**src/rtl/mem_access_stage_if.sv**
```systemverilog
// Pipeline-side and data-memory-side signals of the memory-access stage.
interface mem_access_stage_if;
    logic        in_valid;
    logic        writeback_enable;
    logic        mem_read_enable;
    logic        mem_write_enable;
    logic [3:0]  instruction_dest;
    logic [23:0] alu_result;
    logic [23:0] store_data;
    logic        dmem_req;
    logic        dmem_we;
    logic [23:0] dmem_addr;
    logic [23:0] dmem_wdata;
    logic        dmem_ack;
    logic [23:0] dmem_rdata;
    logic        stall;
    logic        writeback_enable_out;
    logic        mem_read_enable_out;
    logic [3:0]  instruction_dest_out;
    logic [23:0] alu_result_out;
    logic [23:0] mem_read_data_out;
    logic        bus_error;

    modport master (
        input  in_valid, writeback_enable, mem_read_enable, mem_write_enable,
               instruction_dest, alu_result, store_data, dmem_ack, dmem_rdata,
        output dmem_req, dmem_we, dmem_addr, dmem_wdata, stall,
               writeback_enable_out, mem_read_enable_out, instruction_dest_out,
               alu_result_out, mem_read_data_out, bus_error
    );

    modport slave (
        output in_valid, writeback_enable, mem_read_enable, mem_write_enable,
               instruction_dest, alu_result, store_data, dmem_ack, dmem_rdata,
        input  dmem_req, dmem_we, dmem_addr, dmem_wdata, stall,
               writeback_enable_out, mem_read_enable_out, instruction_dest_out,
               alu_result_out, mem_read_data_out, bus_error
    );
endinterface

```
**src/rtl/mem_access_stage.sv**
```systemverilog
// MEM pipeline stage: issues one load/store per instruction to data memory, sticky bus_error on faults.
// Non-memory ops pass through in 0 cycles; memory ops take >=3 cycles with stall high from issue to completion.
module mem_access_stage #(
    parameter int MEM_DEPTH = 256,
    parameter int TIMEOUT   = 8
) (
    input logic                clk,
    input logic                rst,
    mem_access_stage_if.master bus
);
    typedef enum logic [1:0] {IDLE, WAIT, DONE} state_t;

    localparam logic [24:0] DEPTH_LIM = 25'(MEM_DEPTH);
    localparam logic [3:0]  CNT_LAST  = 4'(TIMEOUT - 1);

    state_t      state, state_nxt;
    logic [23:0] addr_q, wdata_q, rdata_q;
    logic [3:0]  dest_q, cnt_q;
    logic        we_q, wb_q, rd_q, abort_q, err_q;
    logic        mem_op, in_range, legal_op, illegal_op, stall_c;

    assign mem_op     = bus.in_valid && (bus.mem_read_enable ^ bus.mem_write_enable);
    assign in_range   = {1'b0, bus.alu_result} < DEPTH_LIM;
    assign legal_op   = mem_op && in_range;
    assign illegal_op = (bus.in_valid && bus.mem_read_enable && bus.mem_write_enable)
                      || (mem_op && !in_range);

    // Reset must drop stall at once, even while a legal op sits on the inputs.
    assign bus.stall     = stall_c && !rst;
    assign bus.bus_error = err_q;

    always_comb begin
        state_nxt                = state;
        stall_c                  = 1'b0;
        bus.dmem_req             = 1'b0;
        bus.dmem_we              = 1'b0;
        bus.dmem_addr            = '0;
        bus.dmem_wdata           = '0;
        bus.writeback_enable_out = 1'b0;
        bus.mem_read_enable_out  = 1'b0;
        bus.instruction_dest_out = '0;
        bus.alu_result_out       = '0;
        bus.mem_read_data_out    = '0;
        case (state)
            IDLE: begin
                if (bus.in_valid) begin
                    bus.instruction_dest_out = bus.instruction_dest;
                    bus.alu_result_out       = bus.alu_result;
                end
                if (legal_op) begin
                    stall_c   = 1'b1;
                    state_nxt = WAIT;
                end else if (!illegal_op) begin
                    bus.writeback_enable_out = bus.in_valid && bus.writeback_enable;
                    bus.mem_read_enable_out  = bus.in_valid && bus.mem_read_enable;
                end
            end
            WAIT: begin
                stall_c                  = 1'b1;
                bus.dmem_req             = 1'b1;
                bus.dmem_we              = we_q;
                bus.dmem_addr            = addr_q;
                bus.dmem_wdata           = wdata_q;
                bus.instruction_dest_out = dest_q;
                bus.alu_result_out       = addr_q;
                if (bus.dmem_ack || cnt_q == CNT_LAST) begin
                    state_nxt = DONE;
                end
            end
            DONE: begin
                bus.writeback_enable_out = wb_q && !abort_q;
                bus.mem_read_enable_out  = rd_q;
                bus.instruction_dest_out = dest_q;
                bus.alu_result_out       = addr_q;
                bus.mem_read_data_out    = rdata_q;
                state_nxt                = IDLE;
            end
            default: state_nxt = IDLE;
        endcase
    end

    always_ff @(posedge clk or posedge rst) begin
        if (rst) begin
            state   <= IDLE;
            addr_q  <= '0;
            wdata_q <= '0;
            rdata_q <= '0;
            dest_q  <= '0;
            cnt_q   <= '0;
            we_q    <= 1'b0;
            wb_q    <= 1'b0;
            rd_q    <= 1'b0;
            abort_q <= 1'b0;
            err_q   <= 1'b0;
        end else begin
            state <= state_nxt;
            case (state)
                IDLE: begin
                    if (legal_op) begin
                        addr_q  <= bus.alu_result;
                        wdata_q <= bus.store_data;
                        we_q    <= bus.mem_write_enable;
                        wb_q    <= bus.writeback_enable;
                        rd_q    <= bus.mem_read_enable;
                        dest_q  <= bus.instruction_dest;
                        cnt_q   <= '0;
                        abort_q <= 1'b0;
                        rdata_q <= '0;
                    end else if (illegal_op) begin
                        err_q <= 1'b1;
                    end
                end
                WAIT: begin
                    if (bus.dmem_ack) begin
                        if (!we_q) begin
                            rdata_q <= bus.dmem_rdata;
                        end
                    end else if (cnt_q == CNT_LAST) begin
                        err_q   <= 1'b1;
                        abort_q <= 1'b1;
                    end else begin
                        cnt_q <= cnt_q + 4'd1;
                    end
                end
                default: ;
            endcase
        end
    end
endmodule

```
**src/flat_wrapper.sv**
```systemverilog
// flat-port wrapper written by rule: the top's interface ports become plain ports
module mem_access_stage_flat 
#(
    parameter int MEM_DEPTH = 256,
    parameter int TIMEOUT   = 8
)
  (clk, rst, bus_in_valid, bus_writeback_enable, bus_mem_read_enable, bus_mem_write_enable, bus_instruction_dest, bus_alu_result, bus_store_data, bus_dmem_ack, bus_dmem_rdata, bus_dmem_req, bus_dmem_we, bus_dmem_addr, bus_dmem_wdata, bus_stall, bus_writeback_enable_out, bus_mem_read_enable_out, bus_instruction_dest_out, bus_alu_result_out, bus_mem_read_data_out, bus_bus_error);
  mem_access_stage_if bus_i ();
  input logic clk;
  input logic rst;
  input wire logic [$bits(bus_i.in_valid)-1:0] bus_in_valid;
  input wire logic [$bits(bus_i.writeback_enable)-1:0] bus_writeback_enable;
  input wire logic [$bits(bus_i.mem_read_enable)-1:0] bus_mem_read_enable;
  input wire logic [$bits(bus_i.mem_write_enable)-1:0] bus_mem_write_enable;
  input wire logic [$bits(bus_i.instruction_dest)-1:0] bus_instruction_dest;
  input wire logic [$bits(bus_i.alu_result)-1:0] bus_alu_result;
  input wire logic [$bits(bus_i.store_data)-1:0] bus_store_data;
  input wire logic [$bits(bus_i.dmem_ack)-1:0] bus_dmem_ack;
  input wire logic [$bits(bus_i.dmem_rdata)-1:0] bus_dmem_rdata;
  output wire logic [$bits(bus_i.dmem_req)-1:0] bus_dmem_req;
  output wire logic [$bits(bus_i.dmem_we)-1:0] bus_dmem_we;
  output wire logic [$bits(bus_i.dmem_addr)-1:0] bus_dmem_addr;
  output wire logic [$bits(bus_i.dmem_wdata)-1:0] bus_dmem_wdata;
  output wire logic [$bits(bus_i.stall)-1:0] bus_stall;
  output wire logic [$bits(bus_i.writeback_enable_out)-1:0] bus_writeback_enable_out;
  output wire logic [$bits(bus_i.mem_read_enable_out)-1:0] bus_mem_read_enable_out;
  output wire logic [$bits(bus_i.instruction_dest_out)-1:0] bus_instruction_dest_out;
  output wire logic [$bits(bus_i.alu_result_out)-1:0] bus_alu_result_out;
  output wire logic [$bits(bus_i.mem_read_data_out)-1:0] bus_mem_read_data_out;
  output wire logic [$bits(bus_i.bus_error)-1:0] bus_bus_error;
  assign bus_i.in_valid = bus_in_valid;
  assign bus_i.writeback_enable = bus_writeback_enable;
  assign bus_i.mem_read_enable = bus_mem_read_enable;
  assign bus_i.mem_write_enable = bus_mem_write_enable;
  assign bus_i.instruction_dest = bus_instruction_dest;
  assign bus_i.alu_result = bus_alu_result;
  assign bus_i.store_data = bus_store_data;
  assign bus_i.dmem_ack = bus_dmem_ack;
  assign bus_i.dmem_rdata = bus_dmem_rdata;
  assign bus_dmem_req = bus_i.dmem_req;
  assign bus_dmem_we = bus_i.dmem_we;
  assign bus_dmem_addr = bus_i.dmem_addr;
  assign bus_dmem_wdata = bus_i.dmem_wdata;
  assign bus_stall = bus_i.stall;
  assign bus_writeback_enable_out = bus_i.writeback_enable_out;
  assign bus_mem_read_enable_out = bus_i.mem_read_enable_out;
  assign bus_instruction_dest_out = bus_i.instruction_dest_out;
  assign bus_alu_result_out = bus_i.alu_result_out;
  assign bus_mem_read_data_out = bus_i.mem_read_data_out;
  assign bus_bus_error = bus_i.bus_error;
  mem_access_stage #(.MEM_DEPTH(MEM_DEPTH), .TIMEOUT(TIMEOUT)) u_core (.clk(clk), .rst(rst), .bus(bus_i));
endmodule
```
**config.mk**
```make
export PLATFORM = sky130hd
export DESIGN_NAME = mem_access_stage_flat
export DESIGN_NICKNAME = d
export VERILOG_FILES = /design/src/rtl/mem_access_stage_if.sv /design/src/rtl/mem_access_stage.sv /design/src/flat_wrapper.sv
export SDC_FILE = /design/constraint.sdc
export NUM_CORES = 1
export LEC_CHECK = 0
export CORE_UTILIZATION = 43
export CTS_CLUSTER_SIZE = 14
export DETAILED_ROUTE_END_ITERATION = 12
export MAX_ROUTING_LAYER = met4
export PLACE_DENSITY = 0.77
export SLEW_MARGIN = 20
export SYNTH_ARGS = -nofsm -noshare
export SYNTH_HDL_FRONTEND = slang
export SYNTH_SLANG_ARGS = --single-unit
```
**constraint.sdc**
```tcl
create_clock -name clk -period 3.1 [get_ports clk]
set_input_delay 0.62 -clock clk [delete_from_list [all_inputs] [get_ports clk]]
set_output_delay 0.62 -clock clk [all_outputs]
set_load 0.01 [all_outputs]
```
* Word level (Yosys, flattened, before mapping)
Index checks and enable logic that the tools add are counted.
Storage, ports and cells: bits in registers 87, latch bits 0, memory bits (writable) 0, bits in read-only memories 0, input port bits 83, output and inout bits 106, logic and storage cells 83, memories 0
Operators by class: add/subtract/negate cells 1, multipliers 0, divide/modulo/power cells 0, order comparisons 1, equal/unequal tests 12, shifts and indexed selects 0, mux-type cells 35, bitwise operators 1, reduce and logical (&&, ||, !) cells 22
Operators with widths (count):
- $mux 24 | 7
- $pmux 24 s2 | 2
- $lt 24x9->1 const B | 1
- $mux 4 | 4
- $pmux 4 s2 | 2
- $mux 1 | 12
- $reduce_and 4->1 | 3
- $ne 2x2->1 const B | 5
- $pmux 1 s2 | 5
- $logic_and 1x1->1 | 8
- $ne 2x1->1 const B | 4
- $reduce_and 5->1 | 1
- $add 4x1->4 const B | 1
- $eq 4x3->1 const B | 1
- $mux 2 | 2
- $pmux 2 s2 | 1
- $reduce_and 2->1 | 2
- $logic_not 1->1 | 3
- $eq 2x1->1 const B | 1
- $eq 2x2->1 const B | 1
- $logic_not 2->1 | 1
- $logic_or 1x1->1 | 2
- $reduce_bool 2->1 | 1
- $reduce_or 2->1 | 1
- $xor 1x1->1 | 1

* Logic depth before layout (Yosys ltp)
Gate-level depths: netlist of run 1.
depth after elaboration 7, gate-level depth with buffers 9, gate-level depth less buffers 7

* Worst setup path after synthesis of run 1
Ideal clock, no wire load.
path type input-to-output, start point in bus_alu_result[11], end point out bus_stall, arrival 1.813 ns, data required time 2.480 ns, path slack 0.667 ns, stages on the path 7, path buffers 2, cell sequence nor4_2 > and2_4 > and3_4 > buf_6 > buf_2 > nor2_1 > nor2_1
Between the ends: longest elaborated chain between the ends 5
RTL lines:
- start: declaration | line flat_wrapper.sv:16 | input wire logic [$bits(bus_i.alu_result)-1:0] bus_alu_result;
- $lt 24x9->1 | line mem_access_stage.sv:23 | assign in_range = {1'b0, bus.alu_result} < DEPTH_LIM;
- $logic_and 1x1->1 | line mem_access_stage.sv:24 | assign legal_op = mem_op && in_range;
- $mux 1 | line mem_access_stage.sv:50 | if (legal_op) begin
- $pmux 1 s2 | line mem_access_stage.sv:44 | case (state)
- $logic_and 1x1->1 | line mem_access_stage.sv:29 | assign bus.stall = stall_c && !rst;
- end: declaration | line flat_wrapper.sv:24 | output wire logic [$bits(bus_i.stall)-1:0] bus_stall;
Every way passes these cells.

* Final worst setup path of run 1
start point reg u_core.state[1], end point out bus_alu_result_out[15]
Between the ends: longest elaborated chain between the ends 3, elaborated cells on any way between the ends 5, those cells by class eq/ne (2); mux (1); reduce/logical (2)
RTL lines:
- start: declaration | line mem_access_stage.sv:16 | state_t state, state_nxt;
- start signal: assignment | line mem_access_stage.sv:96 | state <= state_nxt;
- $eq 2x2->1 / $eq 2x1->1 (equally long branches) | line mem_access_stage.sv:44
- $reduce_or 2->1 (no line)
- $pmux 24 s2 (*) | line mem_access_stage.sv:44
- end: declaration | line flat_wrapper.sv:28 | output wire logic [$bits(bus_i.alu_result_out)-1:0] bus_alu_result_out;
Every way passes the cells marked *; elsewhere a longest branch is shown, timed or not.

==> metrics.md, run 1 <==
| Metric | Value |
|---|---|
| Run status | finished clean |
| Area of the multi-input gates | 2140 um2 |
| Crit. End Element | output pin |
| Via count of the first global-routing pass | 4044 |
| CTS Buf Count | 9 |
| R2R Path Start | u_core.state[1]$_DFFE_PP0P_ |
| Worst slew pin tran | 1060 ps |
| Initial antenna violation count | 0 |
| Count of state elements after synthesis | 87 |
| GR Util All Layers | 24.6% |
| Sequential-to-total area share from yosys stat | 48.6% |
| I/O Buffers | 188 |
| Area delta synth->final | 52.3% |
| Fill cells | 791 |
| Worst Path Max Fanout | 16 |
| Highest clock rate | 0.334 GHz |
| Setup-failing EPs final | 0 |
| First-pass GRT wire length | 20400 um |
| Hold Crit Endpoint | u_core.wdata_q[18]$_DFFE_PP0P_ |
| Pwr Density | 436 nW/um2 |
| Relative slew slack | 29.2% |
| Pin count of the biggest net entering global routing | 57 |
| DIE AREA | 10800 um2 |
| Chip height | 104 um |
| Layout Skew | 8.91 ps |
| R2R cell count | 9 |
| Arrival @ worst endpoint | 2370 ps |
| Syn Inst Count | 449 |
| Bufs on Longest Clock Path | 2 |
| Crit Path Category | reg -> out |
| Final ANT Viol Nets | 0 |
| Diode count | 0 |
| Most used routing layer | met2 |
| Met2 global-route usage | 38.7% |
| Primary FF master, synth | dfrtp_1 |
| Worst R2R End | u_core.rdata_q[20]$_DFFE_PP0P_ |
| Vias/cell | 5.23 |
| DRC errors left | 0 |
| Area after DPL | 6520 um2 |
| Die X | 104 um |
| WL final | 12800 um |
| Count of different cell masters after synthesis | 47 |
| Hold-fix buffers, CTS | 0 |
| Worst path required time | 2480 ps |
| Setup TNS | 0 ps |
| YS warnings | 0 |
| Initial core utilization | 45.2% |
| Leakage | 3.04 nW |
| Fin crit period | 2990 ps |
| Detail Placement HPWL | 9030 um |
| Routability cong. | 0.805 |
| Design Area, Final | 6820 um2 |
| Core Area | 9910 um2 |
| Iter 0 DRT Violations | 164 |
| CTS tree | built |
| Number of synthesized flops with an enable pin | 0 |
| GRT overflow | 0 |
| Final Hold Violating Endpoints | 0 |
| Reg2Reg Setup Slack | 490 ps |
| Asr flop ratio synth | 100% |
| Crit path launch type | register |
| Fin nets | 721 |
| Netlist Area Pre-Place | 4480 um2 |
| Worst hold stages | 1 |
| Post-layout util | 68.8% |
| Hold Startpoint | u_core.wdata_q[18]$_DFFE_PP0P_ |
| Max Slew Vio Count | 0 |
| Max Cap Viol | 0 |
| Sequential standard cell area | 2180 um2 |
| I/O Pins | 189 |
| Worst min-delay path category | reg -> reg |
| Clk slew on worst S/H paths | 80 ps |
| Layout cell share with drive strength beyond 1 | 10.2% |
| Met3 Track Usage GR | 6.02% |
| CTS root buffer | clkbuf_8 |
| Worst skew pair latency | 370 ps |
| Row Count | 36 |
| Mapped Nets | 537 |
| Drt first pass iters | 4 |
| Final period utilization | 96.5% |
| Clk sinks | 87 |
| Design Power | 2.97 mW |
| Syn_area_per_cell | 9.97 um2 |
| Via Count | 4027 |
| Average wire per standard cell | 16.6 um |
| Worst VDD drop | 0.000349 V |
| Htree depth | 3 |
| Global routing usage on met1 | 30.8% |
==> metal layers <==
metal / up-vias / wire length (um)
met5: - / 0
met4: 0 / 225
met3: 15 / 861
met2: 146 / 6080
met1: 1971 / 5620
li1: 1895 / -
==> logic make-up (layout without fill, tap and decap cells) <==
| family | after synthesis | after routing | synth area share, % |
|---|---|---|---|
| fa+ha+maj | 6 | 6 | 1.65 |
| xor+xnor | 1 | 1 | 0.196 |
| buf+inv | 39 | 227 | 4.47 |
| compound gates | 97 | 97 | 13.2 |
| mux | 40 | 40 | 10.0 |
| simple gates | 179 | 179 | 21.9 |
| flops | 87 | 87 | 48.6 |
==> metrics by stage <==
| step | setup WS, ps | hold slack (ps) | instances |
|---|---|---|---|
| 6_report | 109 | 484 | 770 |
| 3_3_place_gp | 44.1 | 460 | 755 |
| 3_5_place_dp | 14.3 | 470 | 755 |
| 5_1_grt | -20.7 | 517 | 770 |
| 2_1_floorplan | 230 | 449 | 449 |
| 4_1_cts | 3.90 | 488 | 770 |
==> cell type report <==
class,count,area share [%]
Multi-Input combinational cell,323,31.3
Inverter,5,0.294
Clock buffer,10,2.02
Clock inverter,5,1.89
Timing Repair Buffer,207,30.1
Tap cell,133,2.44
Sequential cell,87,31.9
==> synth_stat cells (all sizes together) (2+ instances only) <==
| cell | instances | area (um2) |
|---|---|---|
| a22oi | 28 | 210 |
| ha | 5 | 62.6 |
| mux2 | 38 | 428 |
| nand2 | 29 | 109 |
| o21ai | 54 | 270 |
| nor4 | 4 | 31.3 |
| nor2b | 17 | 106 |
| a31oi | 2 | 18.8 |
| and2 | 77 | 484 |
| nor2 | 35 | 131 |
| buf | 11 | 93.8 |
| nand3 | 6 | 30.0 |
| dfrtp | 87 | 2180 |
| inv | 5 | 18.8 |
| mux2i | 2 | 20.0 |
| a21oi | 6 | 30.0 |
| clkbuf | 23 | 87.6 |
| and3 | 2 | 18.8 |
==> state kept, by name, indices dropped and copies added, names as in the netlist, 2 cells and up <==
name and flops:
u_core.state 2, u_core.addr_q 24, u_core.dest_q 4, u_core.wdata_q 24, u_core.cnt_q 4, u_core.rdata_q 24
==> cell usage in the layout (no fill, tap or decap), drive strengths merged, types with 2 or more instances in the layout <==
cell type and n:
a21oi 6, a22oi 28, a31oi 2, and2 77, and3 2, buf 19, bufinv 4, clkbuf 10
clkdlybuf4s50 187, dfrtp 87, ha 5, inv 5, mux2 38, mux2i 2, nand2 29, nand3 6
nor2 35, nor2b 17, nor4 4, o21ai 54
==> how the worst max path moves through the flow <==
stage,depth (start not counted),start,slack [ps],end
after global placement,7,bus_alu_result[22],40,bus_stall
after floorplan,1,rst,230,u_core.abort_q$_DFFE_PP0P_
after CTS,7,bus_alu_result[11],4,bus_stall
final,7,u_core.state[1]$_DFFE_PP0P_,110,bus_alu_result_out[15]
after global routing,7,u_core.state[0]$_DFFE_PP0P_,-20,bus_alu_result_out[15]
after detailed placement,7,bus_alu_result[11],10,bus_stall
==> critical path, stage by stage (launching register included) <==
cell             delay [ps]
dfrtp_1                 420
inv_1                   140
ha_4                    210
and2_2                  220
buf_4                   230
a22oi_1                  90
nor2_1                  120
clkdlybuf4s50_1         560
==> power breakdown <==
group | switching, mW | total (mW) | internal [mW]
Sequential | 0.00686 | 1.15 | 1.14
Combinational | 0.450 | 0.771 | 0.321
Clock | 0.414 | 1.05 | 0.637
Total | 0.871 | 2.97 | 2.10
==> timing repair <==
item,4_1_cts,5_1_grt
pin swaps,0,0
cloned,0,0
hold endpoints to repair,0,0
setup endpoints to repair,22,22
resized for setup,2,4
setup buffers,0,0
Note: power is estimated with default switching activity, not from simulation.
==> run 2, diff against run 1 <==
CORE_UTILIZATION = 40   (was 43)
PLACE_DENSITY = 0.72   (was 0.77)
==> metrics.md, run 2 (synthesis gave the netlist of run 1 again) <==
| Metric | Value |
|---|---|
| Run status | finished clean |
| Worst Path Max Fanout | 11 |
| Relative slew slack | 27.7% |
| Pwr Density | 402 nW/um2 |
| Fill cells | 955 |
| WL final | 12300 um |
| Hold Startpoint | u_core.wdata_q[22]$_DFFE_PP0P_ |
| Final ANT Viol Nets | 0 |
| CTS tree | built |
| Worst Setup SP | bus_in_valid |
| Most used cell along the critical path | clkdlybuf4s50_1 |
| Initial core utilization | 41.1% |
| Leakage | 2.99 nW |
| R2R Path Start | u_core.state[1]$_DFFE_PP0P_ |
| Worst skew pair latency | 350 ps |
| Area after DPL | 6530 um2 |
| Crit. End Element | output pin |
| Setup TNS | 0 ps |
| Bufs on Longest Clock Path | 2 |
| GRT overflow | 0 |
| Worst min-delay path category | reg -> reg |
| Area of the multi-input gates | 2120 um2 |
| Die X | 108 um |
| Crit Path Category | in -> out |
| Layout cell share with drive strength beyond 1 | 9.58% |
| Clk slew on worst S/H paths | 80 ps |
| Routability cong. | 0.866 |
| Design Area, Final | 6740 um2 |
| DIE AREA | 11600 um2 |
| Post-CTS Setup Bufs | 0 |
| Design Power | 2.71 mW |
| Highest clock rate | 0.341 GHz |
| Drt first pass iters | 8 |
| First-pass GRT wire length | 20000 um |
| Setup-failing EPs final | 0 |
| Most frequent cells in the layout | clkdlybuf4s50_1, dfrtp_1, and2_1 |
| Post-route setup slack | 168 ps |
| Initial antenna violation count | 0 |
| Family with the most delay on the worst path | buffers and inverters |
| Row Count | 38 |
| Clk sinks | 87 |
| Average wire per standard cell | 15.9 um |
| CTS root buffer | clkbuf_8 |
| Commonest non-fill, non-tap cell in the layout | clkdlybuf4s50_1 |
| Unrepaired setup endpoints after global routing | false |
| Core Area | 10900 um2 |
| Fin nets | 721 |
| Final Hold Violating Endpoints | 0 |
| Detail Placement HPWL | 8800 um |
| Max Slew Vio Count | 0 |
| CTS Buf Count | 9 |
| Vias/cell | 5.16 |
| I/O Pins | 189 |
| Final period utilization | 94.6% |
| Hold-fix buffers, CTS | 0 |
| Via count of the first global-routing pass | 4133 |
| GR Util All Layers | 22.8% |
| Max Cap Viol | 0 |
| Buf/Inv on CP | 3 |
| Crit path launch type | input port |
| Pin count of the biggest net entering global routing | 57 |
| Diode count | 0 |
| Worst path required time | 2480 ps |
| Sequential standard cell area | 2180 um2 |
| CP peak stage delay | 590 ps |
| Layout Skew | 6.80 ps |
| Fin crit period | 2930 ps |
| Top flop regs | u_core.addr_q (24), u_core.rdata_q (24), u_core.wdata_q (24) |
| CP Cell Sequence | clkdlybuf4s50_1 > and2_1 > buf_4 > a22oi_1 > nor2_1 > clkdlybuf4s50_1 |
| Slowest cell on the critical path | clkdlybuf4s50_1 |
| DRC errors left | 0 |
| Htree depth | 3 |
| Iter 0 DRT Violations | 186 |
| I/O Buffers | 188 |
| Chip height | 108 um |
| Via Count | 4009 |
| Worst slew pin tran | 1080 ps |
| Arrival @ worst endpoint | 2310 ps |
| Setup slack at placement | -145 ps |
| Worst VDD drop | 0.000206 V |
| Area delta synth->final | 50.5% |
==> run 2: layout make-up <==
| type | instances | area share, % |
|---|---|---|
| clock buffers | 12 | 2.30 |
| clock inverters | 3 | 0.631 |
| inverters | 5 | 0.297 |
| multi-input cells | 323 | 31.4 |
| flip-flops and latches | 87 | 32.3 |
| well taps | 140 | 2.60 |
| repair buffers | 207 | 30.5 |
==> run 2: stage by stage <==
stage | std cells | util, % | hold WS [ps]
floorplan | 449 | - | 449
global placement | 762 | 60.0 | 462
detailed placement | 762 | 60.0 | 468
CTS | 777 | 61.8 | 487
global route | 777 | 61.9 | 507
finish | 777 | 61.9 | 485
==> run 2: per-layer routing <==
metal	global-route usage [%]	share of wire, %	vias to the layer above
li1	-	-	1897
met1	28.5	44	1954
met2	37.1	49	133
met3	3.21	4.5	25
met4	9.39	2.4	0
met5	-	0	-
==> run 2: power by group <==
part / internal [mW] / switching, mW / total, mW
Sequential: 1.14 / 0.00528 / 1.15
Combinational: 0.325 / 0.443 / 0.767
Clock: 0.411 / 0.387 / 0.798
==> run 2: what timing repair did <==
item,CTS,global route
endpoints found under the setup margin,1,9
resized for setup,2,2
pin swaps,1,0
hold endpoints to repair,0,0
gates cloned,0,0
==> run 2: worst paths after layout <==
path	endpoint	depth (start not counted)	slack [ps]
max	bus_alu_result_out[4]	6	170
min	u_core.wdata_q[22]$_DFFE_PP0P_	1	480
max reg2reg	u_core.rdata_q[21]$_DFFE_PP0P_	8	830
min reg2reg	u_core.wdata_q[22]$_DFFE_PP0P_	1	480
max in group asynchronous	u_core.addr_q[13]$_DFFE_PP0P_	3	1720
min in group asynchronous	u_core.wdata_q[9]$_DFFE_PP0P_	2	680
==> run 3, diff against run 2 <==
CORE_UTILIZATION = 39   (was 40)
PLACE_DENSITY = 0.73   (was 0.72)
SLEW_MARGIN = 10   (was 20)
clock period = 2.45 ns   (was 3.1 ns; I/O delays follow)
==> metrics.md, run 3 (synthesis gave the netlist of run 1 again) <==
| Metric | Value |
|---|---|
| Run status | finished clean |
| Fin crit period | 2400 ps |
| Layout cell share with drive strength beyond 1 | 13.1% |
| Initial core utilization | 40.6% |
| Worst skew pair latency | 340 ps |
| Die X | 109 um |
| Pwr Density | 538 nW/um2 |
| Max Slew Vio Count | 0 |
| Average wire per standard cell | 16.8 um |
| Area of the multi-input gates | 2180 um2 |
| Drt first pass iters | 7 |
| Setup slack at placement | -488 ps |
| GRT overflow | 0 |
| Worst slew pin tran | 697 ps |
| Final Hold Violating Endpoints | 0 |
| WL final | 13300 um |
| I/O Pins | 189 |
| Bufs on Longest Clock Path | 2 |
| Setup-failing EPs final | 0 |
| Iter 0 DRT Violations | 247 |
| CTS Buf Count | 9 |
| Post-route setup slack | 52.4 ps |
| Final period utilization | 97.9% |
| Routability cong. | 0.855 |
| Fill cells | 902 |
| Fin nets | 740 |
| Layout Skew | 7.25 ps |
| Worst Path Max Fanout | 24 |
| Design Power | 3.85 mW |
| Core Area | 11000 um2 |
| Via Count | 4128 |
| Sequential standard cell area | 2180 um2 |
| Via count of the first global-routing pass | 4146 |
| Crit path launch type | register |
| Vias/cell | 5.20 |
| Most frequent cells in the layout | clkdlybuf4s50_1, dfrtp_1, and2_1 |
| Commonest non-fill, non-tap cell in the layout | clkdlybuf4s50_1 |
| Pin count of the biggest net entering global routing | 57 |
| Relative slew slack | 53.5% |
| Crit Path Category | reg -> out |
| Clk slew on worst S/H paths | 60 ps |
| Clk sinks | 87 |
| Highest clock rate | 0.417 GHz |
| I/O Buffers | 188 |
| Crit. End Element | output pin |
| Worst VDD drop | 0.000273 V |
| GR Util All Layers | 22.8% |
| CTS root buffer | clkbuf_16 |
| Top flop regs | u_core.addr_q (24), u_core.rdata_q (24), u_core.wdata_q (24) |
| Htree depth | 3 |
| Initial antenna violation count | 0 |
| First-pass GRT wire length | 20200 um |
| Diode count | 0 |
| Final ANT Viol Nets | 0 |
| Area delta synth->final | 59.8% |
| Row Count | 38 |
| Worst min-delay path category | reg -> reg |
| Worst Setup SP | u_core.state[1]$_DFFE_PP0P_ |
| Leakage | 3.86 nW |
| Max Cap Viol | 0 |
| Detail Placement HPWL | 8920 um |
| CTS tree | built |
| DRC errors left | 0 |
| Final non-filler cell total | 794 |
| Worst path required time | 1960 ps |
| Hold Startpoint | u_core.wdata_q[17]$_DFFE_PP0P_ |
| DIE AREA | 11900 um2 |
| Setup TNS | 0 ps |
| Post-Place Cells | 772 |
| R2R Path Start | u_core.state[0]$_DFFE_PP0P_ |
| Hold-fix buffers, CTS | 0 |
| Chip height | 109 um |
| Arrival @ worst endpoint | 1910 ps |
## run 3: cell count changes in the layout (fill, tap and decap cells not counted), sizes merged
cell / previous run / this run
buf: 19 / 38
clkdlybuf4s50: 187 / 132
clkinvlp: 1 / 2
dlygate4sd2: 1 / 5
bufinv: 1 / 0
clkinv: 2 / 0
clkbuf: 12 / 13
clkdlybuf4s15: 0 / 1
dlymetal6s2s: 0 / 49
## run 3: worst max-delay path, stage by stage (launching register included)
cell and delay [ps]:
dfrtp_1 400, inv_2 110, ha_4 190, buf_12 160, and2_1 130, clkdlybuf4s50_1 560
## run 3: what timing repair did
action,CTS,global route
setup endpoints to repair,131,141
setup buffers,0,7
cloned,0,2
resized for setup,17,63
pin swaps,1,8
## run 3: routing by layer
metal,wire [um],vias up,GRT usage [%]
met4,316,0,10.3
met3,657,21,3.23
li1,-,1935,-
met2,6730,146,36.7
met5,0,-,-
met1,5610,2026,28.3
## run 3: power breakdown
group          switching (mW)  internal, mW  leakage [nW]
clock                   0.530         0.699         0.121
sequential            0.00761          1.45          1.20
combinational           0.639         0.525          2.54
total                    1.18          2.67          3.86
## run 3: area by class of cell
| cell class | instances | area share (%) |
|---|---|---|
| Inverter | 5 | 0.315 |
| Multi-Input combinational cell | 323 | 30.4 |
| Timing Repair Buffer | 226 | 32.8 |
| Sequential cell | 87 | 30.4 |
| Tap cell | 140 | 2.45 |
| Clock inverter | 1 | 0.105 |
| Clock buffer | 12 | 3.45 |
## run 3: metrics by stage
step | area, um2 | hold slack [ps] | utilization (%)
floorplan | 4480 | 449 | -
global placement | 6620 | 459 | 60.0
detailed placement | 6620 | 470 | 60.0
CTS | 6900 | 484 | 62.5
global route | 7150 | 505 | 64.8
finish | 7150 | 480 | 64.8
## run 3: path summary, 6_finish.rpt
kind                                             endpoint  cells after the start  slack (ps)
setup / recovery                         bus_dmem_addr[0]                      5          50
hold / removal             u_core.wdata_q[17]$_DFFE_PP0P_                      1         480
setup reg to reg            u_core.wdata_q[9]$_DFFE_PP0P_                      6         280
hold reg to reg            u_core.wdata_q[17]$_DFFE_PP0P_                      1         480
max in group asynchronous  u_core.rdata_q[22]$_DFFE_PP0P_                      3        1260
min in group asynchronous     u_core.state[1]$_DFFE_PP0P_                      3         660
